## src/rtl/branch_pkg.sv

```systemverilog
// rtl/branch_pkg.sv - shared constants, state encoding and legality helper for branch resolution
package branch_pkg;

    localparam logic [6:0] OPC_BRANCH = 7'b1100011;

    localparam logic [2:0] F3_BEQ  = 3'b000;
    localparam logic [2:0] F3_BNE  = 3'b001;
    localparam logic [2:0] F3_BLT  = 3'b100;
    localparam logic [2:0] F3_BGE  = 3'b101;
    localparam logic [2:0] F3_BLTU = 3'b110;
    localparam logic [2:0] F3_BGEU = 3'b111;

    typedef enum logic [1:0] {
        S_IDLE = 2'd0,
        S_READ = 2'd1,
        S_CMP  = 2'd2,
        S_RESP = 2'd3
    } state_t;

    // funct3 010/011 are the only reserved encodings in the branch opcode space
    function automatic logic is_legal_branch(input logic [6:0] opc, input logic [2:0] f3);
        return (opc == OPC_BRANCH) && (f3 != 3'b010) && (f3 != 3'b011);
    endfunction

endpackage

```

## src/rtl/b_type_instruction.sv

```systemverilog
// rtl/b_type_instruction.sv - field extraction and sign-extended immediate for B-type words
module b_type_instruction #(
    parameter int XLEN = 32
) (
    input  logic [31:0]     instr,
    output logic [6:0]      opcode,
    output logic [2:0]      funct3,
    output logic [4:0]      rs1,
    output logic [4:0]      rs2,
    output logic [XLEN-1:0] imm
);

    assign opcode = instr[6:0];
    assign funct3 = instr[14:12];
    assign rs1    = instr[19:15];
    assign rs2    = instr[24:20];
    assign imm    = {{(XLEN-12){instr[31]}}, instr[7], instr[30:25], instr[11:8], 1'b0};

endmodule

```

## src/rtl/branch_resolve_ctrl.sv

```systemverilog
// rtl/branch_resolve_ctrl.sv - multi-cycle branch resolver: rf read, compare, next-PC redirect, stats
module branch_resolve_ctrl
    import branch_pkg::*;
#(
    parameter int XLEN  = 32,
    parameter int CNT_W = 16
) (
    input  logic             clk,
    input  logic             rst_n,
    input  logic             instr_valid,
    output logic             instr_ready,
    input  logic [31:0]      instruction,
    input  logic [XLEN-1:0]  pc,
    output logic             rf_rd_en,
    output logic [4:0]       rf_rs1_addr,
    output logic [4:0]       rf_rs2_addr,
    input  logic [XLEN-1:0]  rf_rs1_data,
    input  logic [XLEN-1:0]  rf_rs2_data,
    output logic             redirect_valid,
    input  logic             redirect_ack,
    output logic [XLEN-1:0]  redirect_pc,
    output logic             taken,
    output logic             illegal,
    output logic             misaligned,
    output logic [CNT_W-1:0] stat_branches,
    output logic [CNT_W-1:0] stat_taken
);

    state_t            state_q, state_d;
    logic [31:0]       instr_q, instr_d;
    logic [XLEN-1:0]   pc_q, pc_d;
    logic [XLEN-1:0]   redirect_pc_q, redirect_pc_d;
    logic              instr_ready_q, instr_ready_d;
    logic              rf_rd_en_q, rf_rd_en_d;
    logic              redirect_valid_q, redirect_valid_d;
    logic              taken_q, taken_d;
    logic              illegal_q, illegal_d;
    logic              misaligned_q, misaligned_d;
    logic [CNT_W-1:0]  stat_branches_q, stat_branches_d;
    logic [CNT_W-1:0]  stat_taken_q, stat_taken_d;

    logic [6:0]        dec_opcode;
    logic [2:0]        dec_funct3;
    logic [XLEN-1:0]   dec_imm;
    logic              cond;
    logic [XLEN-1:0]   target;

    b_type_instruction #(.XLEN(XLEN)) u_dec (
        .instr  (instr_q),
        .opcode (dec_opcode),
        .funct3 (dec_funct3),
        .rs1    (rf_rs1_addr),
        .rs2    (rf_rs2_addr),
        .imm    (dec_imm)
    );

    always_comb begin
        cond = 1'b0;
        case (dec_funct3)
            F3_BEQ:  cond = (rf_rs1_data == rf_rs2_data);
            F3_BNE:  cond = (rf_rs1_data != rf_rs2_data);
            F3_BLT:  cond = ($signed(rf_rs1_data) <  $signed(rf_rs2_data));
            F3_BGE:  cond = ($signed(rf_rs1_data) >= $signed(rf_rs2_data));
            F3_BLTU: cond = (rf_rs1_data <  rf_rs2_data);
            F3_BGEU: cond = (rf_rs1_data >= rf_rs2_data);
            default: cond = 1'b0;
        endcase
        // opcode was already vetted at accept; gating on it keeps a stale word from ever redirecting
        if (dec_opcode != OPC_BRANCH) begin
            cond = 1'b0;
        end
        target = cond ? (pc_q + dec_imm) : (pc_q + XLEN'(4));
    end

    always_comb begin
        state_d          = state_q;
        instr_d          = instr_q;
        pc_d             = pc_q;
        redirect_pc_d    = redirect_pc_q;
        instr_ready_d    = instr_ready_q;
        rf_rd_en_d       = 1'b0;
        redirect_valid_d = redirect_valid_q;
        taken_d          = taken_q;
        illegal_d        = illegal_q;
        misaligned_d     = misaligned_q;
        stat_branches_d  = stat_branches_q;
        stat_taken_d     = stat_taken_q;
        case (state_q)
            S_IDLE: begin
                if (instr_valid) begin
                    instr_d       = instruction;
                    pc_d          = pc;
                    instr_ready_d = 1'b0;
                    taken_d       = 1'b0;
                    misaligned_d  = 1'b0;
                    if (is_legal_branch(instruction[6:0], instruction[14:12])) begin
                        illegal_d  = 1'b0;
                        rf_rd_en_d = 1'b1;
                        state_d    = S_READ;
                    end else begin
                        illegal_d        = 1'b1;
                        redirect_pc_d    = pc + XLEN'(4);
                        redirect_valid_d = 1'b1;
                        state_d          = S_RESP;
                    end
                end
            end
            S_READ: begin
                state_d = S_CMP;
            end
            S_CMP: begin
                taken_d          = cond;
                redirect_pc_d    = target;
                misaligned_d     = cond && target[1];
                redirect_valid_d = 1'b1;
                state_d          = S_RESP;
            end
            S_RESP: begin
                if (redirect_ack) begin
                    redirect_valid_d = 1'b0;
                    instr_ready_d    = 1'b1;
                    state_d          = S_IDLE;
                    if (!illegal_q) begin
                        stat_branches_d = stat_branches_q + CNT_W'(1);
                        stat_taken_d    = stat_taken_q + CNT_W'(taken_q);
                    end
                end
            end
            default: state_d = S_IDLE;
        endcase
    end

    always_ff @(posedge clk or negedge rst_n) begin
        if (!rst_n) begin
            state_q          <= S_IDLE;
            instr_q          <= '0;
            pc_q             <= '0;
            redirect_pc_q    <= '0;
            instr_ready_q    <= 1'b1;
            rf_rd_en_q       <= 1'b0;
            redirect_valid_q <= 1'b0;
            taken_q          <= 1'b0;
            illegal_q        <= 1'b0;
            misaligned_q     <= 1'b0;
            stat_branches_q  <= '0;
            stat_taken_q     <= '0;
        end else begin
            state_q          <= state_d;
            instr_q          <= instr_d;
            pc_q             <= pc_d;
            redirect_pc_q    <= redirect_pc_d;
            instr_ready_q    <= instr_ready_d;
            rf_rd_en_q       <= rf_rd_en_d;
            redirect_valid_q <= redirect_valid_d;
            taken_q          <= taken_d;
            illegal_q        <= illegal_d;
            misaligned_q     <= misaligned_d;
            stat_branches_q  <= stat_branches_d;
            stat_taken_q     <= stat_taken_d;
        end
    end

    assign instr_ready    = instr_ready_q;
    assign rf_rd_en       = rf_rd_en_q;
    assign redirect_valid = redirect_valid_q;
    assign redirect_pc    = redirect_pc_q;
    assign taken          = taken_q;
    assign illegal        = illegal_q;
    assign misaligned     = misaligned_q;
    assign stat_branches  = stat_branches_q;
    assign stat_taken     = stat_taken_q;

endmodule
```

## config.mk

```make
export PLATFORM = sky130hd
export DESIGN_NAME = branch_resolve_ctrl
export DESIGN_NICKNAME = d
export VERILOG_FILES = /design/src/rtl/branch_pkg.sv /design/src/rtl/b_type_instruction.sv /design/src/rtl/branch_resolve_ctrl.sv
export SDC_FILE = /design/constraint.sdc
export NUM_CORES = 1
export LEC_CHECK = 0
export ABC_AREA = 1
export BUFFER_PORTS_ARGS = -buffer_cell sky130_fd_sc_hd__buf_4
export CAP_MARGIN = 5
export CORE_ASPECT_RATIO = 1.5
export CORE_UTILIZATION = 45
export DETAILED_ROUTE_END_ITERATION = 16
export GPL_ROUTABILITY_DRIVEN = 0
export PLACE_DENSITY = 0.69
export SYNTH_ARGS = -nofsm -noshare
export SYNTH_HDL_FRONTEND = slang
export SYNTH_SLANG_ARGS = --single-unit
```

## constraint.sdc

```tcl
create_clock -name clk -period 3.4 [get_ports clk]
set_input_delay 1.02 -clock clk [delete_from_list [all_inputs] [get_ports clk]]
set_output_delay 1.02 -clock clk [all_outputs]
set_load 0.03 [all_outputs]
```

==> summary by stage, run 1 <==
Final layout
The final design area excluding fillers is 12,440 um2. The layout has 2,117 filler cells. The area occupied by registers is 3405 um2. At the end of the flow, the number of nets in the layout was 1,810. The number of antenna repair diodes is 0. Compared with the post-synthesis result, the final layout area differs by 24.80%. The combined area of the multi-input logic cells is 5811 um2. The count of cells in the finished layout, fillers not included, comes to 1,892.

The fraction of layout instances using a drive strength above 1 is 17.84%.

Yosys
By instance count, the leading cell after synthesis is nand2_1. The primary flip-flop cell chosen by synthesis mapping is dfrtp_1. The largest total area in the synthesized netlist belongs to dfrtp_1. The number of flops mapped to enable cells by yosys is 0. The share of synthesized area in the top cell type comes to 33.88%. The total standard cell area after synthesis is 9971 um2. The share of flip-flops with an asynchronous set or reset is 100.0%. Ranked by total cell area, the synthesized netlist is headed by dfrtp_1 34%, nand2_1 15%, ha_1 8.8%. The post-synthesis area per instance is 7.137 um2.

The cell count after synthesis is 1,397. The net count after synthesis is 1,600. The flop and latch count out of synthesis is 136. The count of yosys warnings during synthesis is 0. The commonest cells after synthesis are 395 x nand2_1, 161 x inv_1, 135 x dfrtp_1, 113 x nand3_1, 113 x nor2_1. The synthesized netlist contains 46 unique library cells. Of the synthesized area, sequential elements account for 34.14%.

STA
Adding up every negative setup slack in the final design gives 0 ns. The number of max-slew violations in the final report is 0. The number of hold-slack violations in the final timing report is 0. The upper clock frequency limit is 342.7 MHz. Setup repair after global routing left no endpoint under its margin. The share of the cycle needed by the critical path after routing is 85.82%.

Subtracting the final worst setup slack from the clock period gives 2.918 ns. At the pin with the least slew margin, the transition time is 0.8293 ns. Setup violations remaining at the end of the flow were counted as 0.

Across all hold checks on the routed design, the worst slack comes to 0.4636 ns. The clock skew after layout is 0.008191 ns. The worst max-slew margin expressed relative to the limit is 44.71%.

Setup path
The setup check on the worst reg-to-reg path leaves a slack of 0.48 ns. The endpoint of the worst setup timing path is redirect_pc[31]. The reg-to-reg critical path startpoint is instr_q[31].

The launch point of the worst path is instr_q[31]. The number of cells on the worst reg-to-reg path is 12. The kind of launch point of the worst setup path is a flop. The required time at the worst-slack endpoint is 3.76 ns. Of all nets on the critical path, the largest fanout is 17. The worst register-to-register path ends at redirect_pc[31]. The critical setup path kind is flop to flop. The data arrival at the endpoint of the critical path is 3.28 ns. The capturing element type of the critical path is a flop.

Route
The post-route antenna net violation count is 0. After detailed routing, the number of remaining DRC violations is 0. Summing over every cut layer, the via total after detailed routing is 10,087. The number of vias per cell is 5.331.

The routed design has 30.86 mm of wire. The length of the first detailed-routing pass in iterations is 5. The DRC violation total after the first TritonRoute iteration is 674. Dividing the detail-routed wire length by the instance count gives 16.31 um.

GRT
Across every metal layer, demand over resource in global routing totals 27.91%. The initial antenna violation count is 0. The first global-routing pass estimated 48.59 mm of wire. The remaining global-route overflow is 0. The via count of the first global-routing pass is 9,784. The largest net degree at the start of global routing is 85.

Clock network
After clock tree synthesis, the flow added hold-fix buffers numbering 0. The cell sitting at the root of the clock tree is a clkbuf_16. The H-tree was split into 4 levels. The CTS sink count is 136. After clock tree synthesis, the clock-pin slew on the worst setup and hold paths is 0.06 ns. The CTS tree is yes. The number of buffers created by CTS is 17.

The clock passes through at most 2 buffers. The clock latency reported for the late side of the worst-skew pair is 0.43 ns.

Run status
The flow ran to the end, and the final reports show no timing, DRC or antenna violations.

Die
The total area inside the core boundary comes to 21,720 um2. The horizontal extent of the die is 123.5 um. The initialized floorplan defines 66 standard-cell rows. The starting density of the core is 45.91%. The die is 184.3 um tall.

The full die area is 22,770 um2. Pin placement for this block handled 212 I/O pins.

Placement
The count of buffers added on input and output ports is 211. The placed instance area is 11,890 um2. The number of placed instances, taps included, is 1,860. The total half-perimeter wirelength after legalization and detailed placement is 23.60 mm.

Pwr
In this run the static leakage power is 0.006678 uW. Power spread over the standard cell area amounts to 871.8 nW/um2. The worst-case IR drop observed on VDD is 0.0006901 V.

Min path
The worst hold path belongs to the class flop to flop. The worst min-delay path startpoint is stat_branches[15].

Flow run
The tool flagged a number of max-cap violations equal to 0.
[kinds of logic (layout without fill, tap and decap cells)]
group,after synthesis,count (layout),synth area share (%)
simple gates,714,714,31.13
buf+inv,197,420,7.629
compound gates,186,186,9.939
flops,136,136,34.14
xor+xnor,93,93,8.169
fa+ha+maj,71,71,8.985
[power by group]
group	switching (uW)	internal, uW	leakage [uW]	total [uW]
registers	633	2230	0.00171	2870
clock network	739	1040	0.000277	1780
logic	4070	2130	0.00470	6200
total	5440	5400	0.00668	10800
[repair_timing]
item | 4_1_cts | 5_1_grt
setup endpoints to repair | 0 | 1
buffers inserted | 0 | 0
resized for setup | 0 | 1
[registers in the layout, summed over array words and instances, names as in the netlist]
| register | flops |
|---|---|
| rf_rd_en | 1 |
| misaligned | 1 |
| stat_branches | 16 |
| stat_taken | 16 |
| instr_q | 32 |
| redirect_pc | 32 |
| instr_ready | 1 |
| state_q | 2 |
| illegal | 1 |
| pc_q | 32 |
| redirect_valid | 1 |
| taken | 1 |
[cell usage in the layout, fill, tap and decap left out, drive strengths merged, types with 2 or more instances in the layout]
cell / synthesis / final
a21boi: 2 / 2
a21o: 5 / 5
a21oi: 82 / 82
a31oi: 7 / 7
and3: 2 / 2
buf: 11 / 225
clkbuf: 23 / 21
clkinv: 1 / 10
dfrtp: 135 / 135
ha: 70 / 70
inv: 162 / 162
nand2: 401 / 401
nand3: 117 / 117
nand3b: 5 / 5
nand4: 28 / 28
nor2: 121 / 121
nor3: 23 / 23
nor3b: 2 / 2
nor4: 10 / 10
o21a: 5 / 5
o21ai: 78 / 78
o21bai: 2 / 2
or2: 4 / 4
xnor2: 24 / 24
xor2: 69 / 69
[per-layer routing]
layer | share of wire [%] | global-route usage [%]
met2 | 50 | 48.83
met5 | 0 | 0
met1 | 37 | 30.13
met4 | 6.2 | 17.98
met3 | 6.6 | 5.538
[how the worst min path moves through the flow]
stage	slack, ns	cells after the start	end
after floorplan	0.45	2	pc_q[0]
after global placement	0.46	1	stat_branches[15]
after detailed placement	0.46	1	stat_branches[15]
after CTS	0.47	1	stat_branches[15]
after global routing	0.48	1	stat_branches[15]
final	0.46	1	stat_branches[15]
[area by class of cell]
type / count / share of cell area, %
multi-input combinational: 1064 / 46.70
clock buffer: 21 / 3.700
sequential: 136 / 27.36
tap: 272 / 2.735
inverter: 163 / 4.917
clock inverter: 11 / 0.7843
timing repair buffer: 225 / 13.81
[worst max-delay path, cell delays in order (launching register included)]
cell and delay [ns]:
dfrtp_1 0.63, ha_1 0.48, nand2_1 0.11, nor2_1 0.20
nand4_1 0.10, o21ai_1 0.36, nand4_1 0.15, nand2_1 0.15
xor2_1 0.28, nand3_1 0.11, nand2_1 0.08, nand2_1 0.04
a21oi_1 0.13
[metrics by stage]
| stage | worst slack (ns) | utilization, % | power, uW |
|---|---|---|---|
| floorplan | 0.5077 | - | 6848 |
| global placement | 0.1552 | 54.72 | 8915 |
| detailed placement | 0.07394 | 54.72 | 9007 |
| CTS | 0.3233 | 57.29 | 10830 |
| global route | 0.2026 | 57.29 | 11620 |
| finish | 0.4821 | 57.29 | 10850 |
(Power assumes the default switching activity.)
==> run 2: changes to the inputs <==
Settings changed: ABC_AREA 1 to unset.
==> summary by stage, run 2 <==
Run status
The run finished with clean final reports.

GRT
The global-route wire length before repair came to 40.16 mm (-17%). The remaining global-route overflow is 0 (unchanged). The initial antenna violation count is 0 (unchanged). The via count of the first global-routing pass is 8,451 (-14%). The overall routing resource usage came to 24.14% (-3.8 points). The largest net degree at the start of global routing was 72 (-15%).

Yosys
By area the synthesized netlist is led by dfrtp_1 36%, ha_1 9.4%, mux2_2 8.6%. The post-synthesis area per instance was 9.394 um2 (+32%). The net count after synthesis came to 1,197 (-25%). The fraction of post-synthesis cell area in the top cell type by area is 36.18% (+2.3 points).

The flop and latch count out of synthesis is 136 (unchanged). The sequential fraction of the synthesis area is 36.46% (+2.3 points). The synthesized design spends more area on one cell type than any other, namely dfrtp_1. The count of yosys warnings during synthesis is 0 (unchanged). By count the netlist is led by 135 x dfrtp_1, 91 x nand2_1, 76 x a21oi_1, 71 x mux2_2, 70 x ha_1. The cell count after synthesis is 994 (-29%).

The share of flip-flops with an asynchronous set or reset came to 100.0% (unchanged). The primary flip-flop cell chosen by synthesis mapping is dfrtp_1. dfrtp_1 is the most common cell in the netlist. The number of unique standard cell types used by synthesis is 57 (+24%). The total standard cell area after synthesis was 9338 um2 (-6.3%). The number of flops mapped to enable cells by yosys is 0 (unchanged).

Pwr
The sequential cell fraction of total power is 24.5% (-1.9 points). The cell area power density is 921.4 nW/um2 (+5.7%). The standby leakage power is 0.005969 uW (-11%).

The switching power summed over all nets came to 5162 uW (-5.2%). The cell internal power dissipation came to 6323 uW (+17%). The combinational cell fraction of total power is 58.5% (+1.4 points). The share of total power in the clock network was 17.0% (+0.6 points).

The maximum VDD drop was 0.0004786 V (-31%). The switching fraction of total power is 44.95% (-5.2 points).

Die
The starting density of the core is 45.91% (about the same). The die span in y came to 178.4 um (-3.2%). The number of primary I/O pins is 212 (unchanged). The full die area is 21,340 um2 (-6.3%). The horizontal extent of the die is 119.6 um (-3.2%).

The site row count was 64 (-3.0%). The core outline area came to 20,340 um2 (-6.3%).

Final layout
The area occupied by registers came to 3405 um2 (unchanged). The number of nets in the final layout is 1,443 (-20%). The final design area excluding fillers was 12,460 um2 (+0.17%). The fraction of layout instances using a drive strength above 1 is 33.28% (+15 points). The filler cell count is 1,764 (-17%). The number of non-filler instances in the completed layout is 1,517 (-20%). The combined area of the multi-input logic cells is 5897 um2 (+1.5%).

In the layout the commonest cells are 247 x buf_4, 135 x dfrtp_1, 88 x nand2_1, 73 x a21oi_1, 70 x mux2_2. The relative area change from synthesis to final layout is 33.49%. The number of antenna repair diodes is 0 (unchanged). The end-of-flow core utilization is 61.28% (+4.0 points). The library cell used most frequently in the layout, excluding fill and tap cells, is buf_4.

Placement
The placed instance area is 11,550 um2 (-2.9%). The total half-perimeter wirelength after legalization and detailed placement came to 19.76 mm (-16%). The number of placed cells counting well taps is 1,485 (-20%). The count of input and output buffers was 211 (unchanged).

Clock network
The clock tree root buffer cell is clkbuf_16. The clock slew at the register clock pins of the worst setup and hold paths came to 0.06 ns (about the same). The hold buffer count at cts is 0 (unchanged). The CTS sink count is 136 (unchanged). The H-tree level count is 4 (unchanged). The clock latency reported for the late side of the worst-skew pair came to 0.43 ns (about the same). TritonCTS built the clock tree. The number of buffers created by CTS was 17 (unchanged).

The largest buffer count on any clock path is 2 (unchanged).

STA
The pin slew with the least headroom to its limit is 0.6608 ns (-0.1685 ns). The final setup violation count is 0 (unchanged). The upper clock frequency limit is 297.4 MHz (-13%).

The clock skew after layout is 0.01188 ns (+0.003693 ns). The worst max-slew margin expressed relative to the limit is 55.95% (+11 points). The number of max-slew violations in the final report is 0 (unchanged). Setup repair after global routing could not meet its margin everywhere. The share of the cycle needed by the critical path after routing came to 98.91% (+13 points).

The minimum clock period is 3.363 ns (+0.4450 ns). The number of hold-slack violations in the final timing report is 0 (unchanged).

Setup path
Traced cell by cell, the critical path runs through buf_4 -> ha_1 -> nand4_1 -> a21oi_1 -> o41a_1 -> or3_4 -> mux2i_4 -> a21oi_4 -> buf_12 -> buf_8 -> mux2i_1 -> a21oi_1 -> o21ai_1. The maximum fanout count along the critical path is 5 (-12). The data arrival at the endpoint of the critical path was 3.71 ns (+0.43 ns). The cell repeated most along the worst path is a21oi_1. The kind of launch point of the worst setup path is an input pin.

The critical setup path kind is input pin to flop. The worst setup path is captured at a flop. The required time at the worst-slack endpoint is 3.75 ns (about the same). The cell type of the slowest stage on the worst timing path is o41a_1. The delay of the slowest cell on the worst path is 0.45 ns (-0.18 ns).

Route
The final wirelength is 25.43 mm (-18%). The number of vias per cell is 5.430 (+1.9%). The average routed wire per standard cell came to 16.76 um (+2.8%).

The post-route antenna net violation count is 0 (unchanged). The DRC violation total after the first TritonRoute iteration came to 323 (-52%). The length of the first detailed-routing pass in iterations is 5 (unchanged).

The number of remaining DRC errors is 0 (unchanged). The number of vias in the routed layout is 8,238 (-18%).

Min path
The worst hold path belongs to the class flop to flop.

Flow run
The total of max-cap violations is 0 (unchanged).
==> run 2: changes by cell type after synthesis, moves of 22 or more <==
cell	delta
nor2_1	-60
o21ai_0	-29
mux2i_1	+26
xor2_1	-29
inv_1	-107
mux2_2	+71
nand3_1	-64
nand2_1	-304
xnor2_1	+45
a21o_1	+22
==> run 2: what timing repair did <==
action                                  4_1_cts  5_1_grt
pin swaps                                     3       26
cloned                                        0        0
buffers inserted                              0        2
endpoints found under the setup margin       16       31
gates resized for setup                       7       56
==> run 2: cell type report <==
type	count	share of cell area [%]
clock buffer	17	3.413
clock inverter	15	1.546
inverter	55	1.676
multi-input combinational	773	47.31
sequential	136	27.31
tap	264	2.650
timing repair buffer	257	16.09
==> run 2: power groups by stage <==
stage	logic [uW]	registers [uW]	clock network [uW]
floorplan	4000	3270	0
global placement	6410	2820	0
detailed placement	6490	2840	0
CTS	6560	2810	1980
global route	7340	2890	2050
finish	6720	2810	1950
==> run 2: worst paths after layout <==
kind	slack (ns)	end	startpoint	cells past startpoint
min in group asynchronous	0.59	pc_q[31]	rst_n	1
worst min-delay path	0.47	redirect_pc[18]	redirect_pc[18]	2
worst min register to register	0.47	redirect_pc[18]	redirect_pc[18]	2
worst max-delay path	0.04	redirect_pc[14]	rf_rs1_data[15]	13
max in group asynchronous	2.14	instr_q[19]	rst_n	2
worst max register to register	0.25	redirect_pc[29]	pc_q[1]	13
==> run 2: through the flow <==
step | power, uW | TNS, ns | hold slack, ns | setup slack, ns
2_1_floorplan | 7269 | -0.02450 | 0.4699 | -0.02450
3_3_place_gp | 9233 | -13.10 | 0.4553 | -0.5059
3_5_place_dp | 9327 | -14.23 | 0.4618 | -0.5334
4_1_cts | 11360 | -0.09810 | 0.4759 | -0.02656
5_1_grt | 12280 | -0.6665 | 0.4944 | -0.05925
6_report | 11480 | 0 | 0.4712 | 0.03710
==> run 2: cells by family after synthesis <==
kind of cell               synth area share, %
DFF                                      36.46
adders and majority gates                9.594
and+or+nand+nor                          15.10
muxes                                    11.47
buffers and inverters                    3.712
xor gates and xnor gates                 10.22
AOI/OAI and AO/OA                        13.44
==> run 2: per-layer routing <==
metal	vias up	global-route usage [%]	share of wire, %
met3	67	5.083	5.2
met5	-	0	0
met4	0	12.97	4.2
met2	237	45.40	53
met1	3899	24.70	37
li1	4035	-	-
==> run 2: critical path, delay by kind of cell <==
| family | cells | cell delay, ns |
|---|---|---|
| buf+inv | 3 | 0.38 |
| mux | 2 | 0.44 |
| simple gates | 2 | 0.59 |
| fa+ha+maj | 1 | 0.30 |
| compound gates | 5 | 0.99 |
